## src/rtl/fp4_arb_pkg.sv

```systemverilog
// Shared types, widths and the round-robin pick helper for the FP4 multiplier arbiter.
package fp4_arb_pkg;

    localparam int FP4_W   = 4;
    localparam int FP4P_W  = 6;
    localparam int MAX_REQ = 8;

    typedef enum logic {
        ARB  = 1'b0,
        LOCK = 1'b1
    } arb_state_t;

    // Returns a one-hot grant for the first valid requester found when scanning
    // upward from ptr and wrapping at nreq-1. The vector is sized for the largest
    // supported requester count; the caller uses only the low nreq bits.
    function automatic logic [MAX_REQ-1:0] rr_pick(input logic [MAX_REQ-1:0] valid,
                                                   input logic [2:0]         ptr,
                                                   input int                 nreq);
        logic [MAX_REQ-1:0] grant;
        logic               found;
        logic [3:0]         idx;
        grant = '0;
        found = 1'b0;
        for (int k = 0; k < MAX_REQ; k++) begin
            if (k < nreq) begin
                idx = {1'b0, ptr} + 4'(k);
                if (idx >= 4'(nreq)) begin
                    idx = idx - 4'(nreq);
                end
                if (!found && valid[idx[2:0]]) begin
                    grant[idx[2:0]] = 1'b1;
                    found           = 1'b1;
                end
            end
        end
        return grant;
    endfunction

endpackage

```

## src/rtl/fp4_mul.sv

```systemverilog
// Registered FP4 x FP4 multiplier. Inputs are {sign, exp[1:0], mant[0]} with
// bias 1; an exponent of 00 is treated as zero, so any such operand flushes the
// product to a signed zero. The product is {sign, exp[1:0], mant[2:0]}, bias 1,
// and magnitudes beyond the largest encodable value saturate to {sign, 5'b11111}.
module fp4_mul
    import fp4_arb_pkg::*;
(
    input  logic              clk,
    input  logic              rst,
    input  logic [FP4_W-1:0]  a,
    input  logic [FP4_W-1:0]  b,
    output logic [FP4P_W-1:0] p
);

    logic              prodSign;
    logic              prodZero;
    logic [3:0]        sigProd;
    logic [2:0]        expSum;
    logic [2:0]        prodFrac;
    logic [FP4P_W-1:0] p_d;
    logic [FP4P_W-1:0] p_q;

    // Combinational product: multiply the two 2-bit significands (1.m), add
    // exponents, renormalise by one place when the significand product reaches 2.
    always_comb begin
        prodSign = a[3] ^ b[3];
        prodZero = (a[2:1] == 2'b00) || (b[2:1] == 2'b00);
        sigProd  = 4'({1'b1, a[0]}) * 4'({1'b1, b[0]});
        expSum   = {1'b0, a[2:1]} + {1'b0, b[2:1]} - 3'd1 + {2'b00, sigProd[3]};
        prodFrac = sigProd[3] ? sigProd[2:0] : {sigProd[1:0], 1'b0};
        p_d      = '0;
        if (prodZero) begin
            p_d = {prodSign, 5'b00000};
        end else if (expSum > 3'd3) begin
            p_d = {prodSign, 5'b11111};
        end else begin
            p_d = {prodSign, expSum[1:0], prodFrac};
        end
    end

    // Output register gives the block its one-cycle latency.
    always_ff @(posedge clk) begin
        if (rst) begin
            p_q <= '0;
        end else begin
            p_q <= p_d;
        end
    end

    assign p = p_q;

endmodule

```

## src/rtl/fp4_mul_arbiter.sv

```systemverilog
// Round-robin arbiter sharing one registered fp4_mul between NREQ requesters.
// Products return one cycle after the transfer, tagged with the requester ID.
// Build option FP4_ARB_BURST_EN: a requester may lock the multiplier for a
// burst of up to MAX_BURST beats, ended early by req_last.
module fp4_mul_arbiter
    import fp4_arb_pkg::*;
#(
    parameter int NREQ      = 4,
    parameter int ID_W      = $clog2(NREQ),
    parameter int MAX_BURST = 8
) (
    input  logic                  clk,
    input  logic                  rst_n,
    input  logic [NREQ-1:0]       req_valid,
    output logic [NREQ-1:0]       req_ready,
    input  logic [FP4_W*NREQ-1:0] req_a,
    input  logic [FP4_W*NREQ-1:0] req_b,
    input  logic [NREQ-1:0]       req_last,
    output logic                  rsp_valid,
    output logic [ID_W-1:0]       rsp_id,
    output logic [FP4P_W-1:0]     rsp_data,
    output logic                  busy
);

    logic [ID_W-1:0]    rr_ptr_q;
    logic               rsp_valid_q;
    logic [ID_W-1:0]    rsp_id_q;
    logic [MAX_REQ-1:0] validPad;
    logic [MAX_REQ-1:0] pickWide;
    logic [NREQ-1:0]    grant;
    logic               xfer;
    logic [ID_W-1:0]    winner;
    logic [ID_W-1:0]    ptrNext;
    logic [FP4_W-1:0]   mulA;
    logic [FP4_W-1:0]   mulB;

`ifdef FP4_ARB_BURST_EN
    localparam int CNT_W = $clog2(MAX_BURST + 1);

    arb_state_t       state_q;
    logic [ID_W-1:0]  owner_q;
    logic [CNT_W-1:0] burst_cnt_q;
`endif

    // Grant selection: round-robin scan in ARB, owner-only while a burst holds
    // the multiplier; nothing is granted while reset is asserted.
    always_comb begin
        validPad             = '0;
        validPad[NREQ-1:0]   = req_valid;
        pickWide             = rr_pick(validPad, 3'(rr_ptr_q), NREQ);
        grant                = '0;
        if (rst_n) begin
`ifdef FP4_ARB_BURST_EN
            if (state_q == LOCK) begin
                if (req_valid[owner_q]) begin
                    grant[owner_q] = 1'b1;
                end
            end else begin
                grant = pickWide[NREQ-1:0];
            end
`else
            grant = pickWide[NREQ-1:0];
`endif
        end
    end

    if (NREQ < MAX_REQ) begin : g_pickHi
        logic unusedPickHi;
        assign unusedPickHi = ^pickWide[MAX_REQ-1:NREQ];
    end

    // One-hot operand mux; with no grant the multiplier sees zeros so an idle
    // cycle always produces a zero product.
    always_comb begin
        winner = '0;
        mulA   = '0;
        mulB   = '0;
        for (int i = 0; i < NREQ; i++) begin
            if (grant[i]) begin
                winner = ID_W'(i);
                mulA   = req_a[FP4_W*i +: FP4_W];
                mulB   = req_b[FP4_W*i +: FP4_W];
            end
        end
    end

    assign xfer      = |grant;
    assign req_ready = grant;
    assign ptrNext   = (winner == ID_W'(NREQ - 1)) ? '0 : winner + ID_W'(1);

    // Response tag pipeline and round-robin pointer. The pointer moves past the
    // winner on every transfer; inside a burst the winner is always the owner,
    // so on release it already points at owner+1.
    always_ff @(posedge clk) begin
        if (!rst_n) begin
            rr_ptr_q    <= '0;
            rsp_valid_q <= 1'b0;
            rsp_id_q    <= '0;
        end else begin
            rsp_valid_q <= xfer;
            rsp_id_q    <= winner;
            if (xfer) begin
                rr_ptr_q <= ptrNext;
            end
        end
    end

`ifdef FP4_ARB_BURST_EN
    // Burst FSM: an ARB transfer without last locks onto the winner; the lock
    // ends on an owner beat with last or when the beat limit is reached.
    always_ff @(posedge clk) begin
        if (!rst_n) begin
            state_q     <= ARB;
            owner_q     <= '0;
            burst_cnt_q <= '0;
        end else if (xfer) begin
            case (state_q)
                ARB: begin
                    if (!req_last[winner]) begin
                        state_q     <= LOCK;
                        owner_q     <= winner;
                        burst_cnt_q <= CNT_W'(1);
                    end
                end
                LOCK: begin
                    if (req_last[winner] || (burst_cnt_q == CNT_W'(MAX_BURST - 1))) begin
                        state_q     <= ARB;
                        burst_cnt_q <= '0;
                    end else begin
                        burst_cnt_q <= burst_cnt_q + CNT_W'(1);
                    end
                end
                default: begin
                    state_q <= ARB;
                end
            endcase
        end
    end

    assign busy = rsp_valid_q | (state_q == LOCK);
`else
    logic unusedCfg;
    assign unusedCfg = (^req_last) ^ (MAX_BURST > 0);
    assign busy      = rsp_valid_q;
`endif

    fp4_mul u_mul (
        .clk (clk),
        .rst (~rst_n),
        .a   (mulA),
        .b   (mulB),
        .p   (rsp_data)
    );

    assign rsp_valid = rsp_valid_q;
    assign rsp_id    = rsp_id_q;

endmodule

```

## config.mk

```make
export PLATFORM = sky130hd
export DESIGN_NAME = fp4_mul_arbiter
export DESIGN_NICKNAME = d
export VERILOG_FILES = /design/src/rtl/fp4_arb_pkg.sv /design/src/rtl/fp4_mul.sv /design/src/rtl/fp4_mul_arbiter.sv
export SDC_FILE = /design/constraint.sdc
export NUM_CORES = 1
export LEC_CHECK = 0
export CAP_MARGIN = 15
export CORE_AREA = 2 2 59 61
export DETAILED_ROUTE_END_ITERATION = 10
export DIE_AREA = 0 0 61 63
export HOLD_SLACK_MARGIN = 0.15
export MAX_ROUTING_LAYER = met4
export PLACE_DENSITY = 0.76
export SLEW_MARGIN = 15
export SYNTH_ARGS = -nofsm -noshare
export SYNTH_HDL_FRONTEND = slang
export SYNTH_SLANG_ARGS = --single-unit
```

## constraint.sdc

```tcl
create_clock -name clk -period 5.2 [get_ports clk]
set_input_delay 0.78 -clock clk [delete_from_list [all_inputs] [get_ports clk]]
set_output_delay 0.78 -clock clk [all_outputs]
set_load 0.01 [all_outputs]
```

* After elaboration in Yosys (flattened, before gate mapping)
Cells that the tools add are included.
Word-level totals: flip-flop bits (word level) 11, input bits 42, output and inout bits 14, logic and storage cells 93
Cells by class: $add $sub $neg 11, multipliers 1, magnitude comparators 13, eq/ne operators 1, mux-type cells 42, bitwise gates (word level) 5, reduce and logical (&&, ||, !) cells 15
Operators by type and width (number):
- 2-to-1 mux 4 bit | 13
- < comparator 3 x 4 -> 1 bit, second input constant | 4
- 2-to-1 mux 3 bit | 5
- binary-select mux 1 bit (select 3 bit) | 4
- demux 1 bit (select 3 bit) | 4
- >= comparator 3 x 1 -> 1 bit, second input constant | 4
- 2-to-1 mux 1 bit | 12
- OR 4 bit | 3
- >= comparator 3 bit, second input constant | 3
- subtractor 3 bit, second input constant | 3
- logical AND 1 bit | 7
- adder 2 x 2 -> 3 bit, second input constant | 2
- 2-to-1 mux 2 bit | 3
- 2-to-1 mux 5 bit | 1
- logical NOT 2 bit | 2
- multiplier 2 x 2 -> 4 bit | 1
- OR reduction 4 bit | 1
- adder 2 x 1 -> 3 bit, second input constant | 1
- adder 2 x 2 -> 3 bit | 1
- adder 3 x 1 -> 3 bit | 1
- >= comparator 2 x 3 -> 1 bit, second input constant | 1
- greater-than comparator 3 x 2 -> 1 bit, second input constant | 1
- logical NOT 1 bit | 3
- subtractor 2 x 3 -> 3 bit, second input constant | 1
- 7 further kinds | 7

* Logic depth before layout (Yosys ltp)
word-level depth 24, gate-level depth with buffers 22, mapped depth without buffers 20

* Cells and area by module
From an unflattened synthesis, not the netlist that was laid out.
Unflattened totals: cell total of the unflattened synthesis 121, area, all modules 1227.4 um^2
By module, submodules not included:
- fp4_mul_arbiter | instances 1, cells an instance 92, area an instance 938.4 um^2, seq. area each 100.1 um^2
- fp4_mul | instances 1, cells an instance 29, area an instance 289.0 um^2, seq. area each 120.1 um^2

* Least setup slack after synthesis
Ideal clock, no wire load.
kind reg-to-reg, start register rr_ptr_q[0], end register u_mul.p_q[0], in the netlist u_mul.p[0], library setup time 0.078 ns, arrival 4.287 ns, required time 5.122 ns, setup slack 0.835 ns, cell stages (with the launch flop) 22, path buffers 2, period minus slack after synthesis 4.365 ns, cells stage by stage dfxtp_1 > buf_6 > inv_1 > ha_1 > clkbuf_1 > or4b_2 > a31oi_1 > a221o_2 > nand2_1 > inv_1 > a22oi_1 > a31oi_1 > ha_1 > inv_1 > ha_1 > inv_1 > ha_1 > inv_1 > fa_1 > xnor2_1 > nor2_1 > nor3_1
On the way: elaborated cells between the ends (all ways) 79, those cells by class add/sub: 10; mul: 1; order compare: 13; mux: 38; bitwise: 3; reduce/logical: 14
RTL lines:
- start, declared | line fp4_mul_arbiter.sv:25 | logic [ID_W-1:0] rr_ptr_q;
- start signal, assigned | line fp4_mul_arbiter.sv:103 | rr_ptr_q <= ptrNext;
- parallel branches: the longest is 13 deep, another holds < comparator 3 x 4 -> 1 bit
- 2-to-1 mux 4 bit (*) | line fp4_arb_pkg.sv:30 | if (!found && valid[idx[2:0]]) begin
- 2-to-1 mux 4 bit (*) | line fp4_mul_arbiter.sv:52 | if (rst_n) begin
- via req_ready[2] | line fp4_mul_arbiter.sv:15 | output logic [NREQ-1:0] req_ready,
- 2-to-1 mux 4 bit (2 in series) | line fp4_mul_arbiter.sv:79 | if (grant[i]) begin
- adder 2 x 2 -> 3 bit | line fp4_mul.sv:29 | expSum = {1'b0, a[2:1]} + {1'b0, b[2:1]} - 3'd1 + {2'b00, sigProd[3]};
- subtractor 3 x 1 -> 3 bit | line fp4_mul.sv:29
- adder 3 x 1 -> 3 bit | line fp4_mul.sv:29
- greater-than comparator 3 x 2 -> 1 bit | line fp4_mul.sv:34 | end else if (expSum > 3'd3) begin
- 2-to-1 mux 5 bit | line fp4_mul.sv:34
- end signal, assigned | line fp4_mul.sv:46 | p_q <= p_d;
- end, declared | line fp4_mul.sv:21 | logic [FP4P_W-1:0] p_q;
Mark *: on every way through the listed nets, which the timed path passes. The select of a mux whose other input is x is not followed. A chain may end at the register's enable or synchronous reset.

* Worst setup path after layout
start input req_valid[3], end register u_mul.p_q[0], in the netlist u_mul.p[0]
On the way: cells in the longest elaborated chain, start to end 22, elaborated cells between the ends (all ways) 44, those cells by class add/sub: 3; mul: 1; order compare: 1; mux: 26; bitwise: 3; reduce/logical: 10
RTL lines:
- start, declared | line fp4_mul_arbiter.sv:14 | input logic [NREQ-1:0] req_valid,
- binary-select mux 1 bit (select 3 bit) | line fp4_arb_pkg.sv:30
- 2-to-1 mux 1 bit (implied by the code) | line fp4_arb_pkg.sv:30
- 2-to-1 mux 1 bit | line fp4_arb_pkg.sv:30
- logical NOT 1 bit | line fp4_arb_pkg.sv:30
- logical AND 1 bit | line fp4_arb_pkg.sv:30
- 2-to-1 mux 1 bit | line fp4_arb_pkg.sv:30
- logical NOT 1 bit | line fp4_arb_pkg.sv:30
- logical AND 1 bit | line fp4_arb_pkg.sv:30
- [... 3 more ...]
- 2-to-1 mux 4 bit (*) | line fp4_arb_pkg.sv:30
- 2-to-1 mux 4 bit (*) | line fp4_mul_arbiter.sv:52
- 2-to-1 mux 4 bit (4 in series) | line fp4_mul_arbiter.sv:79
- adder 2 x 2 -> 3 bit | line fp4_mul.sv:29
- subtractor 3 x 1 -> 3 bit | line fp4_mul.sv:29
- adder 3 x 1 -> 3 bit | line fp4_mul.sv:29
- greater-than comparator 3 x 2 -> 1 bit | line fp4_mul.sv:34
- 2-to-1 mux 5 bit | line fp4_mul.sv:34
Every way passes the cells marked *; elsewhere a longest branch is shown, timed or not. The select of a mux whose other input is x is not followed.

==> impl_metrics.json <==
{
  "status": "finished, final reports clean",
  "post_cts_buffers": 0,
  "totalWireLength_um": 3760,
  "ctsResizeCount": 0,
  "dp.final_hpwl_um": 3050,
  "synth_area_um2": 1350,
  "leakage_nw": 0.764,
  "power_frac_seq": 0.111,
  "drive_gt1_frac": 0.138,
  "fmax_ghz": 0.209,
  "portBuffers": 51,
  "ir_drop_v": 0.000324,
  "drv_cap": 0,
  "final_antenna_net_count": 0,
  "core_region_area_um2": 3230,
  "layout_common_cells": "clkdlybuf4s50_1 (51), nand2_1 (14), ha_1 (13)",
  "synth-edff-count": 0,
  "grt_overflow": 0,
  "diodes": 0,
  "ys_seq_area_frac": 0.164,
  "period_share": 0.921,
  "worst-setup-path-type": "in2reg",
  "end_kind": "flop",
  "cp.arrival_ns": 4.99,
  "crit_start": "req_valid[3]",
  "slew_violations": 0,
  "cp_common_cell": "inv_1",
  "switching_share": 0.489,
  "finalSetupTns_ns": 0,
  "postLayoutCoreUtil": 0.596,
  "drt-initial-drc-count": 70,
  "place_inst": 245,
  "synthFlopType": "dfxtp_1",
  "fin_area_um2": 1930,
  "p_clk_frac": 0.049,
  "pwr_density_cell_nw_per_um2": 683,
  "max_slew_margin": 0.669,
  "clock-root-buffer": "clkbuf_4",
  "instances_no_fill": 249,
  "syn_to_final_growth_pct": 43.2,
  "grt_max_degree": 14,
  "required_ns": 5.40,
  "num_rows": 21,
  "wl_per_cell_um": 15.1,
  "async_flop_share": 0,
  "cts_hold_buf": 0,
  "fp.dieArea_um2": 3840,
  "cts_htree_levels": 1,
  "setup_viol": 0,
  "hold_viol_final": 0,
  "drt_first_pass_iters": 4,
  "vias": 1402,
  "cp_slowest_cell": "mux4_2",
  "syn_avg_cell_area_um2": 8.91,
  "die_y_um": 63,
  "tightest_slew_ns": 0.497,
  "cp_slowest_stage_delay_ns": 0.60,
  "place_area_um2": 1900,
  "crit_path_start_kind": "input port",
  "grt_use_total": 0.209,
  "syn-num-nets": 207,
  "timing.final.crit_period_ns": 4.79,
  "grt_pass1_wl_um": 5950,
  "gp_congestion": 0.913,
  "final_common_cell": "clkdlybuf4s50_1",
  "holdCritStartpoint": "rr_ptr_q[0]",
  "synth_seq_cells": 11,
  "start_util": 0.416,
  "power.internal_w": 0.000672,
  "cts_made_buffers": 3,
  "crit_fanout": 7,
  "n_fill_cell": 306,
  "yosys_warnings": 0,
  "r2r-start": "rr_ptr_q[1]",
  "worstPathCellList": "clkdlybuf4s50_1 > mux4_2 > nor4_4 > a221o_1 > nand2_1 > inv_1 > nand2_1 > a21oi_1 > ha_1 > inv_1 > ha_1 > inv_1 > ha_1 > inv_1 > fa_1 > xnor2_1 > nor2_1 > nor3_1",
  "cts_tree": "yes",
  "antenna_found_initial": 0,
  "clock_sinks": 11,
  "grt_pass1_vias": 1293,
  "clkTransAtPathRegs_ns": 0.07,
  "die-width_um": 61,
  "cts_buffer_depth": 2,
  "syn_inst": 151,
  "finish.net_count": 260,
  "viasPerCell": 5.63,
  "hold_class": "reg2reg",
  "skew_ns": 0.0137,
  "total_power_w": 0.00131,
  "clk_latency_ns": 0.29,
  "switchingPower_w": 0.000642,
  "drcViolationCount": 0,
  "rsz0062_at_grt": "no",
  "io_pins": 56,
  "pwr-share-comb": 0.841,
  "synth_cell_type_count": 54
}
==> path summary, 6_finish.rpt <==
check	slack (ns)	end	cells past startpoint
hold reg to reg	0.57	rr_ptr_q[0]	2
setup reg to reg	0.49	u_mul.p[0]	19
hold / removal	0.57	rr_ptr_q[0]	2
setup / recovery	0.41	u_mul.p[0]	18
==> state kept, by name, summed over array words and instances, names as in the netlist <==
register  flops
rr_ptr_q      2
busy          1
rsp_id        2
u_mul.p       6
==> metrics by stage <==
step	hold WS (ns)	setup WS, ns
floorplan	0.590	0.835
global placement	0.545	0.193
detailed placement	0.552	0.117
CTS	0.571	0.415
global route	0.639	0.0103
finish	0.567	0.409
==> power by group through the flow <==
stage | Combinational (W) | Clock, W | Sequential (W)
6_report | 0.00111 | 0.0000640 | 0.000146
5_1_grt | 0.00124 | 0.0000698 | 0.000151
4_1_cts | 0.00110 | 0.0000654 | 0.000146
3_5_place_dp | 0.00110 | 0 | 0.000148
3_3_place_gp | 0.00108 | 0 | 0.000146
2_1_floorplan | 0.000799 | 0 | 0.000159
==> routing by layer <==
layer / GRT usage / wire (µm) / up-vias
met2: 0.351 / 1870 / 53
met5: - / 0 / -
li1: - / - / 685
met4: 0.0951 / 99 / 0
met3: 0.0269 / 241 / 11
met1: 0.240 / 1550 / 653
==> cell families after synthesis <==
family          share of synthesized area
compound gates                      0.243
xor+xnor                           0.0326
fa+ha+maj                           0.136
buf+inv                            0.0586
flops                               0.164
mux                                 0.108
simple gates                        0.259
==> worst max-delay path, delay by kind of cell <==
kind	cells	cell delay [ns]
fa+ha+maj	4	1.00
compound gates	2	0.43
simple gates	5	1.01
mux	1	0.60
buf+inv	5	0.84
xor+xnor	1	0.33
==> area by class of cell <==
cell class / instances / area (µm²) / share of cell area
clock buffer: 3 / 22.5 / 0.0117
clock inverter: 1 / 5.00 / 0.00260
inverter: 9 / 33.8 / 0.0175
multi-input combinational: 124 / 1050 / 0.543
sequential: 11 / 220 / 0.114
tap: 46 / 57.6 / 0.0299
timing repair buffer: 55 / 541 / 0.281
==> synth_stat cells (2+ instances only) <==
master,count,area [µm²]
nand2_1,14,52.6
ha_1,13,163
dfxtp_1,11,220
inv_1,9,33.8
nor3_1,9,45.0
nor2_1,8,30.0
mux2i_1,4,40.0
nor2b_1,4,25.0
a211oi_1,3,22.5
a21oi_1,3,15.0
a221o_1,3,30.0
a221oi_2,3,45.0
a31oi_1,3,18.8
and4_1,3,26.3
buf_2,3,15.0
mux4_2,3,67.6
nand3_1,3,15.0
or3_1,3,18.8
xnor2_1,3,26.3
a221o_2,2,22.5
a22oi_1,2,15.0
and2_1,2,12.5
and3_1,2,12.5
and4_4,2,22.5
mux2_2,2,22.5
nand2b_1,2,12.5
nand4_1,2,12.5
o32a_1,2,20.0
or4b_2,2,20.0
xor2_1,2,17.5
No activity file was read; power rests on OpenSTA's default activity.
